==> src/rtl/tgt_axil_router.sv <==
// tgt_axil_router: routes single AXI4-Lite accesses from the PCI target master
// to one of three slaves (0 mps, 1 can, 2 uart), selected by addr[DEC_LSB+3:DEC_LSB].
// Unmapped selects answer DECERR without touching any downstream port.
// Optional build macro TGT_ROUTER_TIMEOUT_EN adds a slave-handshake timeout
// that aborts the access with SLVERR.
module tgt_axil_router #(
    parameter int TIMEOUT_CYCLES = 1023,
    parameter int DEC_LSB        = 12
) (
    input  logic        core_clk,
    input  logic        ext_rst,
    input  logic        s_awvalid,
    output logic        s_awready,
    input  logic [31:0] s_awaddr,
    input  logic        s_wvalid,
    output logic        s_wready,
    input  logic [31:0] s_wdata,
    input  logic [3:0]  s_wstrb,
    output logic        s_bvalid,
    input  logic        s_bready,
    output logic [1:0]  s_bresp,
    input  logic        s_arvalid,
    output logic        s_arready,
    input  logic [31:0] s_araddr,
    input  logic [3:0]  s_aruser,
    output logic        s_rvalid,
    input  logic        s_rready,
    output logic [31:0] s_rdata,
    output logic [1:0]  s_rresp,
    output logic [2:0]  m_awvalid,
    input  logic [2:0]  m_awready,
    output logic [2:0]  m_wvalid,
    input  logic [2:0]  m_wready,
    input  logic [2:0]  m_bvalid,
    output logic [2:0]  m_bready,
    output logic [2:0]  m_arvalid,
    input  logic [2:0]  m_arready,
    input  logic [2:0]  m_rvalid,
    output logic [2:0]  m_rready,
    output logic [31:0] m_awaddr,
    output logic [31:0] m_wdata,
    output logic [3:0]  m_wstrb,
    output logic [31:0] m_araddr,
    output logic [3:0]  m_aruser,
    input  logic [5:0]  m_bresp,
    input  logic [95:0] m_rdata,
    input  logic [5:0]  m_rresp,
    output logic        busy
);

    // Reject out-of-range timeout settings at elaboration.
    if (TIMEOUT_CYCLES < 15 || TIMEOUT_CYCLES > 65535) begin : g_timeout_range
        $error("TIMEOUT_CYCLES must be within 15..65535");
    end

    typedef enum logic [2:0] {IDLE, WADDR, WDATA, WRESP, RADDR, RDATA, ERESP} state_t;

    state_t      state_q;
    logic        prio_rd_q, wlock_q, is_wr_q, mapped_q;
    logic [1:0]  sel_q;
    logic [31:0] awaddr_q, wdata_q, araddr_q, s_rdata_q;
    logic [3:0]  wstrb_q, aruser_q;
    logic        s_awready_q, s_wready_q, s_arready_q, s_bvalid_q, s_rvalid_q;
    logic [1:0]  s_bresp_q, s_rresp_q;
    logic [2:0]  m_awvalid_q, m_wvalid_q, m_bready_q, m_arvalid_q, m_rready_q;

    logic [3:0]  aw_fld, ar_fld;
    logic        grant_w, grant_r;
    logic        aw_hs, w_hs, b_hs, ar_hs, r_hs;
    logic [2:0]  awv_d, wv_d, oh_sel;

    function automatic logic is_mapped(input logic [3:0] fld);
        return fld < 4'd3;
    endfunction

    function automatic logic [2:0] onehot_sel(input logic [1:0] sel);
        return 3'b001 << sel;
    endfunction

    // Decode, arbitration and downstream handshake detection.
    always_comb begin
        aw_fld  = s_awaddr[DEC_LSB +: 4];
        ar_fld  = s_araddr[DEC_LSB +: 4];
        // A pending write (AW seen, W not yet) keeps the grant so a read cannot slip in.
        grant_w = s_awvalid & (wlock_q | ~s_arvalid | ~prio_rd_q);
        grant_r = s_arvalid & ~grant_w & ~wlock_q;
        oh_sel  = onehot_sel(sel_q);
        aw_hs   = |(m_awvalid_q & m_awready);
        w_hs    = |(m_wvalid_q & m_wready);
        b_hs    = |(m_bready_q & m_bvalid);
        ar_hs   = |(m_arvalid_q & m_arready);
        r_hs    = |(m_rready_q & m_rvalid);
        awv_d   = aw_hs ? 3'b000 : m_awvalid_q;
        wv_d    = w_hs  ? 3'b000 : m_wvalid_q;
    end

`ifdef TGT_ROUTER_TIMEOUT_EN
    logic [15:0] cnt_q;
    logic        active, to_hit;

    // Timeout fires only while still waiting on the slave, not on the upstream master.
    always_comb begin
        active = (state_q == WADDR) || (state_q == WDATA) || (state_q == WRESP) ||
                 (state_q == RADDR) || (state_q == RDATA);
        to_hit = active && (cnt_q == 16'(TIMEOUT_CYCLES)) && !s_bvalid_q && !s_rvalid_q;
    end
`endif

    // Transaction FSM with all handshake and response outputs registered.
    always_ff @(posedge core_clk or posedge ext_rst) begin
        if (ext_rst) begin
            state_q     <= IDLE;
            prio_rd_q   <= 1'b0;
            wlock_q     <= 1'b0;
            is_wr_q     <= 1'b0;
            mapped_q    <= 1'b0;
            sel_q       <= 2'd0;
            awaddr_q    <= '0;
            wdata_q     <= '0;
            wstrb_q     <= '0;
            araddr_q    <= '0;
            aruser_q    <= '0;
            s_rdata_q   <= '0;
            s_awready_q <= 1'b0;
            s_wready_q  <= 1'b0;
            s_arready_q <= 1'b0;
            s_bvalid_q  <= 1'b0;
            s_rvalid_q  <= 1'b0;
            s_bresp_q   <= 2'b00;
            s_rresp_q   <= 2'b00;
            m_awvalid_q <= 3'b000;
            m_wvalid_q  <= 3'b000;
            m_bready_q  <= 3'b000;
            m_arvalid_q <= 3'b000;
            m_rready_q  <= 3'b000;
`ifdef TGT_ROUTER_TIMEOUT_EN
            cnt_q       <= 16'd0;
`endif
        end else begin
            case (state_q)
                IDLE: begin
                    if (s_awready_q || s_arready_q) begin
                        // Upstream handshake completes on this edge; launch downstream.
                        s_awready_q <= 1'b0;
                        s_wready_q  <= 1'b0;
                        s_arready_q <= 1'b0;
                        if (is_wr_q && mapped_q) begin
                            state_q     <= WADDR;
                            m_awvalid_q <= oh_sel;
                            m_wvalid_q  <= oh_sel;
                        end else if (is_wr_q) begin
                            state_q    <= ERESP;
                            s_bvalid_q <= 1'b1;
                            s_bresp_q  <= 2'b11;
                        end else if (mapped_q) begin
                            state_q     <= RADDR;
                            m_arvalid_q <= oh_sel;
                        end else begin
                            state_q    <= ERESP;
                            s_rvalid_q <= 1'b1;
                            s_rresp_q  <= 2'b11;
                            s_rdata_q  <= 32'hFFFF_FFFF;
                        end
                    end else if (grant_w) begin
                        if (s_wvalid) begin
                            s_awready_q <= 1'b1;
                            s_wready_q  <= 1'b1;
                            is_wr_q     <= 1'b1;
                            prio_rd_q   <= 1'b1;
                            wlock_q     <= 1'b0;
                            awaddr_q    <= s_awaddr;
                            wdata_q     <= s_wdata;
                            wstrb_q     <= s_wstrb;
                            sel_q       <= aw_fld[1:0];
                            mapped_q    <= is_mapped(aw_fld);
                        end else begin
                            wlock_q <= 1'b1;
                        end
                    end else begin
                        wlock_q <= 1'b0;
                        if (grant_r) begin
                            s_arready_q <= 1'b1;
                            is_wr_q     <= 1'b0;
                            prio_rd_q   <= 1'b0;
                            araddr_q    <= s_araddr;
                            aruser_q    <= s_aruser;
                            sel_q       <= ar_fld[1:0];
                            mapped_q    <= is_mapped(ar_fld);
                        end
                    end
                end
                WADDR: begin
                    m_awvalid_q <= awv_d;
                    m_wvalid_q  <= wv_d;
                    if (awv_d == 3'b000 && wv_d == 3'b000) begin
                        state_q    <= WRESP;
                        m_bready_q <= oh_sel;
                    end else if (awv_d == 3'b000) begin
                        state_q <= WDATA;
                    end
                end
                WDATA: begin
                    m_wvalid_q <= wv_d;
                    if (wv_d == 3'b000) begin
                        state_q    <= WRESP;
                        m_bready_q <= oh_sel;
                    end
                end
                WRESP: begin
                    if (b_hs) begin
                        m_bready_q <= 3'b000;
                        s_bvalid_q <= 1'b1;
                        s_bresp_q  <= m_bresp[{sel_q, 1'b0} +: 2];
                    end else if (s_bvalid_q && s_bready) begin
                        s_bvalid_q <= 1'b0;
                        state_q    <= IDLE;
                    end
                end
                RADDR: begin
                    if (ar_hs) begin
                        m_arvalid_q <= 3'b000;
                        m_rready_q  <= oh_sel;
                        state_q     <= RDATA;
                    end
                end
                RDATA: begin
                    if (r_hs) begin
                        m_rready_q <= 3'b000;
                        s_rvalid_q <= 1'b1;
                        s_rresp_q  <= m_rresp[{sel_q, 1'b0} +: 2];
                        s_rdata_q  <= m_rdata[{sel_q, 5'd0} +: 32];
                    end else if (s_rvalid_q && s_rready) begin
                        s_rvalid_q <= 1'b0;
                        state_q    <= IDLE;
                    end
                end
                ERESP: begin
                    if ((s_bvalid_q && s_bready) || (s_rvalid_q && s_rready)) begin
                        s_bvalid_q <= 1'b0;
                        s_rvalid_q <= 1'b0;
                        state_q    <= IDLE;
                    end
                end
                default: state_q <= IDLE;
            endcase
`ifdef TGT_ROUTER_TIMEOUT_EN
            // Counter runs from zero on the first cycle of a downstream access.
            cnt_q <= active ? cnt_q + 16'd1 : 16'd0;
            if (to_hit) begin
                // Abandon the slave; anything it sends later finds no ready asserted.
                m_awvalid_q <= 3'b000;
                m_wvalid_q  <= 3'b000;
                m_bready_q  <= 3'b000;
                m_arvalid_q <= 3'b000;
                m_rready_q  <= 3'b000;
                state_q     <= ERESP;
                if (is_wr_q) begin
                    s_bvalid_q <= 1'b1;
                    s_bresp_q  <= 2'b10;
                end else begin
                    s_rvalid_q <= 1'b1;
                    s_rresp_q  <= 2'b10;
                    s_rdata_q  <= 32'hDEAD_BEEF;
                end
            end
`endif
        end
    end

    assign s_awready = s_awready_q;
    assign s_wready  = s_wready_q;
    assign s_arready = s_arready_q;
    assign s_bvalid  = s_bvalid_q;
    assign s_bresp   = s_bresp_q;
    assign s_rvalid  = s_rvalid_q;
    assign s_rresp   = s_rresp_q;
    assign s_rdata   = s_rdata_q;
    assign m_awvalid = m_awvalid_q;
    assign m_wvalid  = m_wvalid_q;
    assign m_bready  = m_bready_q;
    assign m_arvalid = m_arvalid_q;
    assign m_rready  = m_rready_q;
    assign m_awaddr  = awaddr_q;
    assign m_wdata   = wdata_q;
    assign m_wstrb   = wstrb_q;
    assign m_araddr  = araddr_q;
    assign m_aruser  = aruser_q;
    assign busy      = (state_q != IDLE);

endmodule

==> config.mk <==
export PLATFORM = sky130hd
export DESIGN_NAME = tgt_axil_router
export DESIGN_NICKNAME = d
export VERILOG_FILES = /design/src/rtl/tgt_axil_router.sv
export SDC_FILE = /design/constraint.sdc
export NUM_CORES = 1
export LEC_CHECK = 0
export BUFFER_PORTS_ARGS = -buffer_cell sky130_fd_sc_hd__buf_4
export CORE_AREA = 2 2 156 158
export DETAILED_ROUTE_END_ITERATION = 8
export DIE_AREA = 0 0 158 160
export MAX_ROUTING_LAYER = met4
export PLACE_DENSITY = 0.58
export REMOVE_ABC_BUFFERS = 1
export SYNTH_ARGS = -nofsm -noshare
export SYNTH_HDL_FRONTEND = slang
export SYNTH_SLANG_ARGS = --single-unit
==> constraint.sdc <==
create_clock -name core_clk -period 5.8 [get_ports core_clk]
set_clock_uncertainty 0.05 [all_clocks]
set_input_delay 0.58 -clock core_clk [delete_from_list [all_inputs] [get_ports core_clk]]
set_output_delay 0.58 -clock core_clk [all_outputs]
set_load 0.02 [all_outputs]
### After elaboration in Yosys (flattened, before gate mapping)

Index checks and enable logic that the tools add are counted.

* output and inout bits: 161
* input bits: 234
* register bits after elaboration: 167

* magnitude comparators: 2
* bitwise operators: 15
* multiplexer cells: 80
* reductions and logical operators: 45
* equality and inequality tests: 28
* shift operators: 4

Operators by type and width (number)
* 2-to-1 mux 32 bit: 5
* indexed part select 96 x 8 -> 32 bit: 1
* 2-to-1 mux 3 bit: 25
* case mux 32 bit (2 select lines): 1
* != test 2 bit (second input constant): 18
* 2-to-1 mux 2 bit: 14
* 2-to-1 mux 1 bit: 25
* case mux 3 bit (2 select lines): 4
* case mux 3 bit (7 select lines): 1
* nonzero test 2 bit: 10
* AND reduction 6 bit: 3
* AND reduction 4 bit: 4
* AND 3 bit: 5
* AND reduction 3 bit: 5
* OR reduction 3 bit: 5
* nonzero test 3 bit: 4
* indexed part select 6 x 4 -> 2 bit: 2
* equality test 3 bit (second input constant): 3
* logical NOT 3 bit: 3
* != test 3 bit (second input constant): 3
* case mux 3 bit (3 select lines): 1
* AND reduction 9 bit: 1
* less-than comparator 4 x 2 -> 1 bit (second input constant): 2
* case mux 2 bit (2 select lines): 2
* other kinds (14): 27

### Depth between registers and ports, before layout

Gate-level depths: netlist of run 1.

* word-level depth: 10
* gate-level depth with buffers: 9
* gate-level depth less buffers: 5

### Worst setup path after synthesis of run 1

Ideal clock, no wire load.

* path kind: reg-to-reg
* from: reg state_q[1]
* to: reg s_rdata_q[0], in the netlist s_rdata[0]
* stages on the path, launching flop included: 9
* path slack: 3.537 ns
* arrival time: 2.088 ns
* required time: 5.625 ns
* path buffers: 4
* cell sequence: dfrtp_1 -> buf_6 -> or3_1 -> buf_4 -> or3_1 -> clkbuf_2 -> nand2_2 -> buf_6 -> mux2_2

* longest elaborated chain between the ends: 3
* elaborated cells on any way between the ends: 10
* those cells by class: eq/ne (6); mux (1); reduce/logical (3)

RTL lines
* start: declaration: RTL line 58 `state_t state_q;`
* start signal: assignment: RTL line 112 `state_q <= IDLE;`
* start signal: assignment: RTL line 148 `state_q <= WADDR;`
* start signal: assignment: RTL line 152 `state_q <= ERESP;`
* equality test 3 bit or logical NOT 3 bit (tied branches): RTL line 140 `case (state_q)`
* != test 2 bit (no line) or nonzero test 2 bit (tied branches)
* AND reduction 6 bit (no line)
* end signal: assignment: RTL line 231 `s_rdata_q <= m_rdata[{sel_q, 5'd0} +: 32];`
* end: declaration: RTL line 61 `logic [31:0] awaddr_q, wdata_q, araddr_q, s_rdata_q;`

Several ways; a longest one is shown, not always the timed one.
A chain may end at the register's enable or synchronous reset.

### Worst setup path after layout of run 1

* from: reg state_q[0]
* to: reg awaddr_q[28], in the netlist m_awaddr[28]

* longest elaborated chain between the ends: 2

RTL lines
* logical NOT 3 bit: RTL line 140
* AND reduction 4 bit (no line)
* end signal: assignment: RTL line 171 `awaddr_q <= s_awaddr;`
* end: declaration: RTL line 61

No other way between the ends.

==> results of run 1 <==
==> metal layers <==
| metal | wire [µm] | part of all wire [%] |
|---|---|---|
| met5 | 0 | 0 |
| met3 | 2210 | 9.3 |
| met1 | 9480 | 40 |
| met4 | 525 | 2.2 |
| met2 | 11700 | 49 |
==> power breakdown <==
group / switching [µW] / internal (µW) / leakage [µW] / total [µW]
combinational: 54.3 / 106 / 0.00343 / 161
clock: 537 / 577 / 0.000289 / 1110
sequential: 0 / 1160 / 0.00230 / 1160
==> cell families (layout without fill, tap and decap cells) <==
logic type / Yosys count / in the layout / synth area share, %
AOI/OAI and AO/OA: 123 / 123 / 9.41
buffers and inverters: 46 / 440 / 3.54
DFF: 167 / 167 / 54.8
muxes: 187 / 187 / 27.0
and+or+nand+nor: 79 / 79 / 5.30
==> worst max path at each step <==
stage,end,cells past startpoint
floorplan,is_wr_q,1
global placement,m_awaddr[30],4
detailed placement,m_awaddr[28],4
CTS,m_awaddr[28],4
global route,mapped_q,5
finish,m_awaddr[28],4
==> state kept, by name, summed over array words and instances, names as in the netlist, 2 cells and up <==
signal / cells
m_araddr: 32
m_aruser: 4
m_arvalid: 3
m_awaddr: 32
m_awvalid: 3
m_bready: 3
m_rready: 3
m_wdata: 32
m_wstrb: 4
m_wvalid: 3
s_bresp: 2
s_rdata: 32
s_rresp: 2
sel_q: 2
state_q: 3
==> layout make-up <==
type                            instances  area, µm²
Multi-Input combinational cell        389       3190
Clock buffer                           17        425
Timing Repair Buffer                  402       3020
Sequential cell                       167       4180
Tap cell                              324        405
Clock inverter                         15        163
Fill cell                            2280      12400
Inverter                                6       27.5
==> synth_stat cells, types with 3 or more instances <==
master	number	area, µm²
a211oi_1	3	22.5
a21oi_1	45	225
a222oi_1	5	50.1
a22o_1	6	52.6
a22oi_1	3	22.5
buf_1	3	11.3
buf_2	5	25.0
buf_6	11	124
clkbuf_1	18	67.6
dfrtp_1	167	4180
inv_1	6	22.5
mux2_1	4	45.0
mux2_2	144	1620
mux2i_1	39	390
nand2_1	29	109
nand2b_1	6	37.5
nand3_1	8	40.0
nor2_1	9	33.8
nor2b_1	5	31.3
nor3_1	5	25.0
o211ai_1	3	22.5
o21ai_0	46	230
o31ai_1	3	22.5
or3_1	4	25.0
==> through the flow <==
stage,power (µW),instance area [µm²]
2_1_floorplan,1210,7380
3_5_place_dp,1350,10800
5_1_grt,2540,11400
3_3_place_gp,1350,10800
6_report,2440,11400
4_1_cts,2480,11400
==> cells in the final DEF, fill, tap and decap left out, types with 4 or more instances in the layout <==
master     instances
a21oi_1           45
a222oi_1           5
a22o_1             6
buf_4            402
clkbuf_16         17
clkinv_4           6
dfrtp_1          166
inv_1              5
inv_8              5
mux2_1             4
mux2_2           144
mux2i_1           39
nand2_1           29
nand2b_1           6
nand3_1            7
nor2_1             9
nor2b_1            4
nor3_1             5
o21ai_0           46
or3_1              4
==> key figures, run 1 <==
Run status
  – Status: complete, no violations

Clock tree
  – Setup bufs post-CTS: 0
  – # hold bufs at CTS: 0
  – Worst-path clk slew: ~80 ps
  – H-tree Lvls: 4
  – Root Buffer Master: clkbuf_16
  – Total CTS buffers: 17
  – Post-cts gate resize count: 0
  – Clk sinks: 167
  – CTS tree: built
  – CTS Buffer Depth: 2
  – Clock Latency Late Sink: roughly 420 ps

Cells and area
  – Post-Route Utilization: 47.9%
  – Share of cells above drive strength 1: 58.8%
  – Layout area overhead: 49.6%
  – Final instance count without filler cells: 1320
  – Antenna diodes: 0
  – Nets@finish: 1217

Routing
  – Remaining antenna violation count: 0
  – Starting DRT DRC Count: approximately 280
  – DRC viols: 0
  – DR pass1 iterations: 4
  – Via count: between 6000 and 7000
  – Detailed-route wire length: 23900 µm
  – Number of vias per cell: roughly 4.8
  – Avg WL per Cell: 18.1 µm

Place
  – Dpl ws: around 2500 ps
  – Gpl congestion: ~0.8
  – Port Buffers: 394
  – Placed wire-length estimate: 17900 µm
  – DP Cell Count: 1288

Timing
  – Max_slew headroom: slightly below 30%
  – Final worst slack: about 2600 ps
  – Fmax: just over 300 MHz
  – Hold WS: between 150 and 200 ps
  – Final hold vios: 0
  – RSZ-0062 raised after global routing: false
  – Total Negative Setup Slacks: 0 ps
  – Worst Max-Slew Pin Slew: 1060 ps
  – Minimum clock period: roughly 3200 ps
  – Final setup fails: 0
  – Final Cycle Share: 55.6%
  – Max-slew violations: 0

Floorplan
  – Initial Utilization: 32.0%
  – Die W: around 160 µm
  – Core area: 23800 µm²
  – Std cell rows: 57
  – Die footprint: around 25000 µm²
  – Die H: about 160 µm
  – Number of top-level pins: between 300 and 400

Worst hold path
  – Min-delay worst type: in2async

Worst setup path
  – Critical Path RT: about 6100 ps
  – Crit Path Category: reg2reg
  – Worst path slowest cell: nand3_4
  – Arr. time, crit path: approximately 3500 ps
  – Crit path cell chain: or3_1, nor3_4, nand3_4, mux2_1
  – CP startpoint: state_q[0]
  – CP delay by family, top: simple AND/OR/NAND/NOR gates
  – Critical path buffers and inverters: 0
  – FF-to-FF path depth: 4
  – Crit path max fanout: 74
  – FF-to-FF Start: state_q[0]
  – Startpoint Class: flip-flop
  – Reg2reg end: m_awaddr[28]
  – CP max stage delay: ~820 ps
  – Worst setup EP type: flip-flop
  – Worst R2R Setup Slack: approximately 2600 ps

Synth
  – Synthesized area per cell: about 13 µm²
  – Post-synth EDFFs: 0
  – Register area share after synthesis: 54.8%
  – Async set or reset register ratio after synthesis: 100%
  – Yosys warnings: 0
  – Synth unique cells: 44
  – Mapped Cells: roughly 600
  – Top FF cell, synth: dfrtp_1
  – Syn Std Cell Area: around 7600 µm²
  – #FFs+latches synth: 167

Global routing
  – GRT busiest layer: met2
  – GR Layer Usage met3: a little over 6%
  – Largest net degree at the start of global routing: a little under 80
  – Antenna violations before repair: 0
  – Met2 usage: between 30% and 40%
  – Met1 usage: ~22%
  – Global-route wire length before repair: approximately 36000 µm
  – GRT Total Usage: roughly a fifth
  – Gr ovfl total: 0
  – Vias in the first global route: between 6000 and 7000

Pwr
  – Leak: 0.00602 µW
  – Peak supply drop: roughly 180 µV
  – PD cells: 214 nW/µm²

Job
  – Max Cap Viol: 0
No activity file was read; power rests on OpenSTA's default activity.
==> inputs of run 2 (changes only) <==
==> constraint.sdc (replaced) <==
create_clock -name core_clk -period 3.25 [get_ports core_clk]
set_clock_uncertainty 0.05 [all_clocks]
set_input_delay 0.325 -clock core_clk [delete_from_list [all_inputs] [get_ports core_clk]]
set_output_delay 0.325 -clock core_clk [all_outputs]
set_load 0.02 [all_outputs]
==> run 2 against run 1 <==
  * Utilization is 0.30 points higher
  * Maximum frequency is 27% higher
  * Non-clock buffer count is 7 higher
  * Sequential share of layout area is 0.23 points lower
  * Combinational power is 80% higher
  * Critical path depth is 2 higher
  * First-iteration DRC count is 8.6% lower
  * Clock-buffer cell count is 1 higher
  * Via count is 0.14% higher
  * Wire length hardly changed
  * Flip-flop and latch count stayed put
  * Global-route usage is 0.065 points higher
  * Highest routed layer unchanged
==> key figures, run 2 (synthesis results as in run 1) <==
Global routing
  – Gr ovfl total: 0
  – Antenna violations before repair: 0
  – Global-route wire length before repair: around 35000 µm
  – Largest net degree at the start of global routing: 76
  – GRT Total Usage: 19.0%
  – Vias in the first global route: about 6500

Floorplan
  – Core area: roughly 24000 µm²
  – Die footprint: 25300 µm²
  – Number of top-level pins: between 300 and 400
  – Die H: ~160 µm
  – Initial Utilization: about a third
  – Die W: 158 µm
  – Std cell rows: 57

Worst setup path
  – Worst setup EP type: flip-flop
  – FF-to-FF path depth: 6
  – Arr. time, crit path: roughly 2800 ps
  – Crit path max fanout: 74
  – Critical Path RT: roughly 3500 ps
  – FF-to-FF Start: state_q[1]
  – Worst R2R Setup Slack: 710 ps
  – Crit Path Category: reg2reg
  – Startpoint Class: flip-flop
  – Reg2reg end: mapped_q

Routing
  – Via count: approximately 6300
  – DRC viols: 0
  – Starting DRT DRC Count: between 200 and 300
  – DR pass1 iterations: 6
  – Number of vias per cell: between 4 and 5
  – Detailed-route wire length: approximately 24000 µm
  – Avg WL per Cell: around 18 µm
  – Remaining antenna violation count: 0

Timing
  – Final hold vios: 0
  – Final Cycle Share: approximately four fifths
  – Final setup fails: 0
  – RSZ-0062 raised after global routing: false
  – Max-slew violations: 0
  – Worst Max-Slew Pin Slew: 977 ps
  – Hold WS: roughly 67 ps
  – Max_slew headroom: 34.9%
  – Minimum clock period: ~2500 ps
  – Fmax: a little under 400 MHz

Pwr
  – Clock power frac: between 40% and 50%
  – Sw Ratio: around a quarter
  – Comb pwr share: between 6 and 7%
  – Leak: slightly above 0.006 µW
  – Peak supply drop: about 330 µV
  – PD cells: between 300 and 400 nW/µm²
  – Part of the power in registers: 47.6%
  – Power Internal: 3300 µW
  – Switching power: between 1000 and 1500 µW

Clock tree
  – Total CTS buffers: 17
  – CTS Buffer Depth: 2
  – Worst-path clk slew: roughly 70 ps
  – Clock Latency Late Sink: roughly 420 ps
  – CTS tree: built
  – H-tree Lvls: 4
  – Clk sinks: 167
  – Root Buffer Master: clkbuf_16

Cells and area
  – Share of cells above drive strength 1: around three fifths
  – Final instance count without filler cells: approximately 1300
  – Antenna diodes: 0
  – Commonest non-fill, non-tap cell in the layout: buf_4
  – Layout area overhead: 50.5%
  – Post-Route Utilization: a little under 50%
  – Most frequent cells in the layout: buf_4 (406), dfrtp_1 (166), mux2_2 (144)
  – Nets@finish: approximately 1200
  – Design Area, Final: ~11000 µm²

Worst hold path
  – Hold path cells: 2
  – Min-delay worst type: in2reg
  – Hold path start: s_awaddr[30]
  – Worst Hold Endpoint: m_awaddr[30]

Place
  – Port Buffers: just under 400
  – Gpl congestion: ~0.81
  – Placed instance area: roughly 11000 µm²
  – Placed wire-length estimate: about 18000 µm
  – DP Cell Count: 1294

Run status
  – Status: complete, no violations

Job
  – Max Cap Viol: 0
==> run 2: worst max-delay path, stage by stage (launching register included) <==
cell      delay (ps)
dfrtp_1          370
or3_1            550
nor3_4           400
nand3_4           90
buf_4            410
a221oi_1         460
a21oi_1           70
==> run 2: worst max path at each step <==
stage,start,to,slack [ps],cells past startpoint
finish,state_q[1],mapped_q,710,6
global route,state_q[1],mapped_q,540,6
CTS,state_q[1],mapped_q,670,6
detailed placement,state_q[1],mapped_q,690,6
global placement,state_q[1],s_rdata[8],780,5
floorplan,ext_rst,is_wr_q,-1640,1
==> run 2: stage by stage <==
stage / setup slack, ps / power [µW] / setup TNS (ps)
finish: 706 / 4360 / 0
global route: 537 / 4540 / 0
CTS: 674 / 4440 / 0
detailed placement: 693 / 2410 / 0
global placement: 780 / 2410 / 0
floorplan: -1640 / 2170 / -336500
==> run 2: power by group through the flow <==
stage,combinational [µW],clock (µW),sequential (µW)
floorplan,49.7,0,2120
global placement,293,0,2120
detailed placement,295,0,2120
CTS,297,2060,2080
global route,319,2150,2080
finish,289,1990,2080
==> run 2: layout make-up <==
cell class / count / area (µm²)
Sequential cell: 167 / 4180
Clock buffer: 18 / 429
Inverter: 6 / 27.5
Tap cell: 324 / 405
Clock inverter: 14 / 150
Timing Repair Buffer: 409 / 3100
Multi-Input combinational cell: 389 / 3190
Fill cell: 2287 / 12300
==> run 2: what timing repair did <==
| item | CTS | global route |
|---|---|---|
| hold buffers | 1 | 0 |
| hold endpoints to repair | 23 | 0 |
| setup buffers | 0 | 0 |
| resized for setup | 0 | 0 |
| setup endpoints to repair | 0 | 0 |
==> run 2: layer usage <==
| metal | share of wire [%] | routed length, µm | global-route usage [%] | vias to the layer above |
|---|---|---|---|---|
| met1 | 40 | 9560 | 22.0 | 3056 |
| met3 | 8.6 | 2060 | 5.54 | 20 |
| met4 | 1.5 | 366 | 5.36 | 0 |
| met5 | 0 | 0 | - | - |
| met2 | 50 | 11900 | 32.0 | 273 |
| li1 | - | - | - | 2958 |
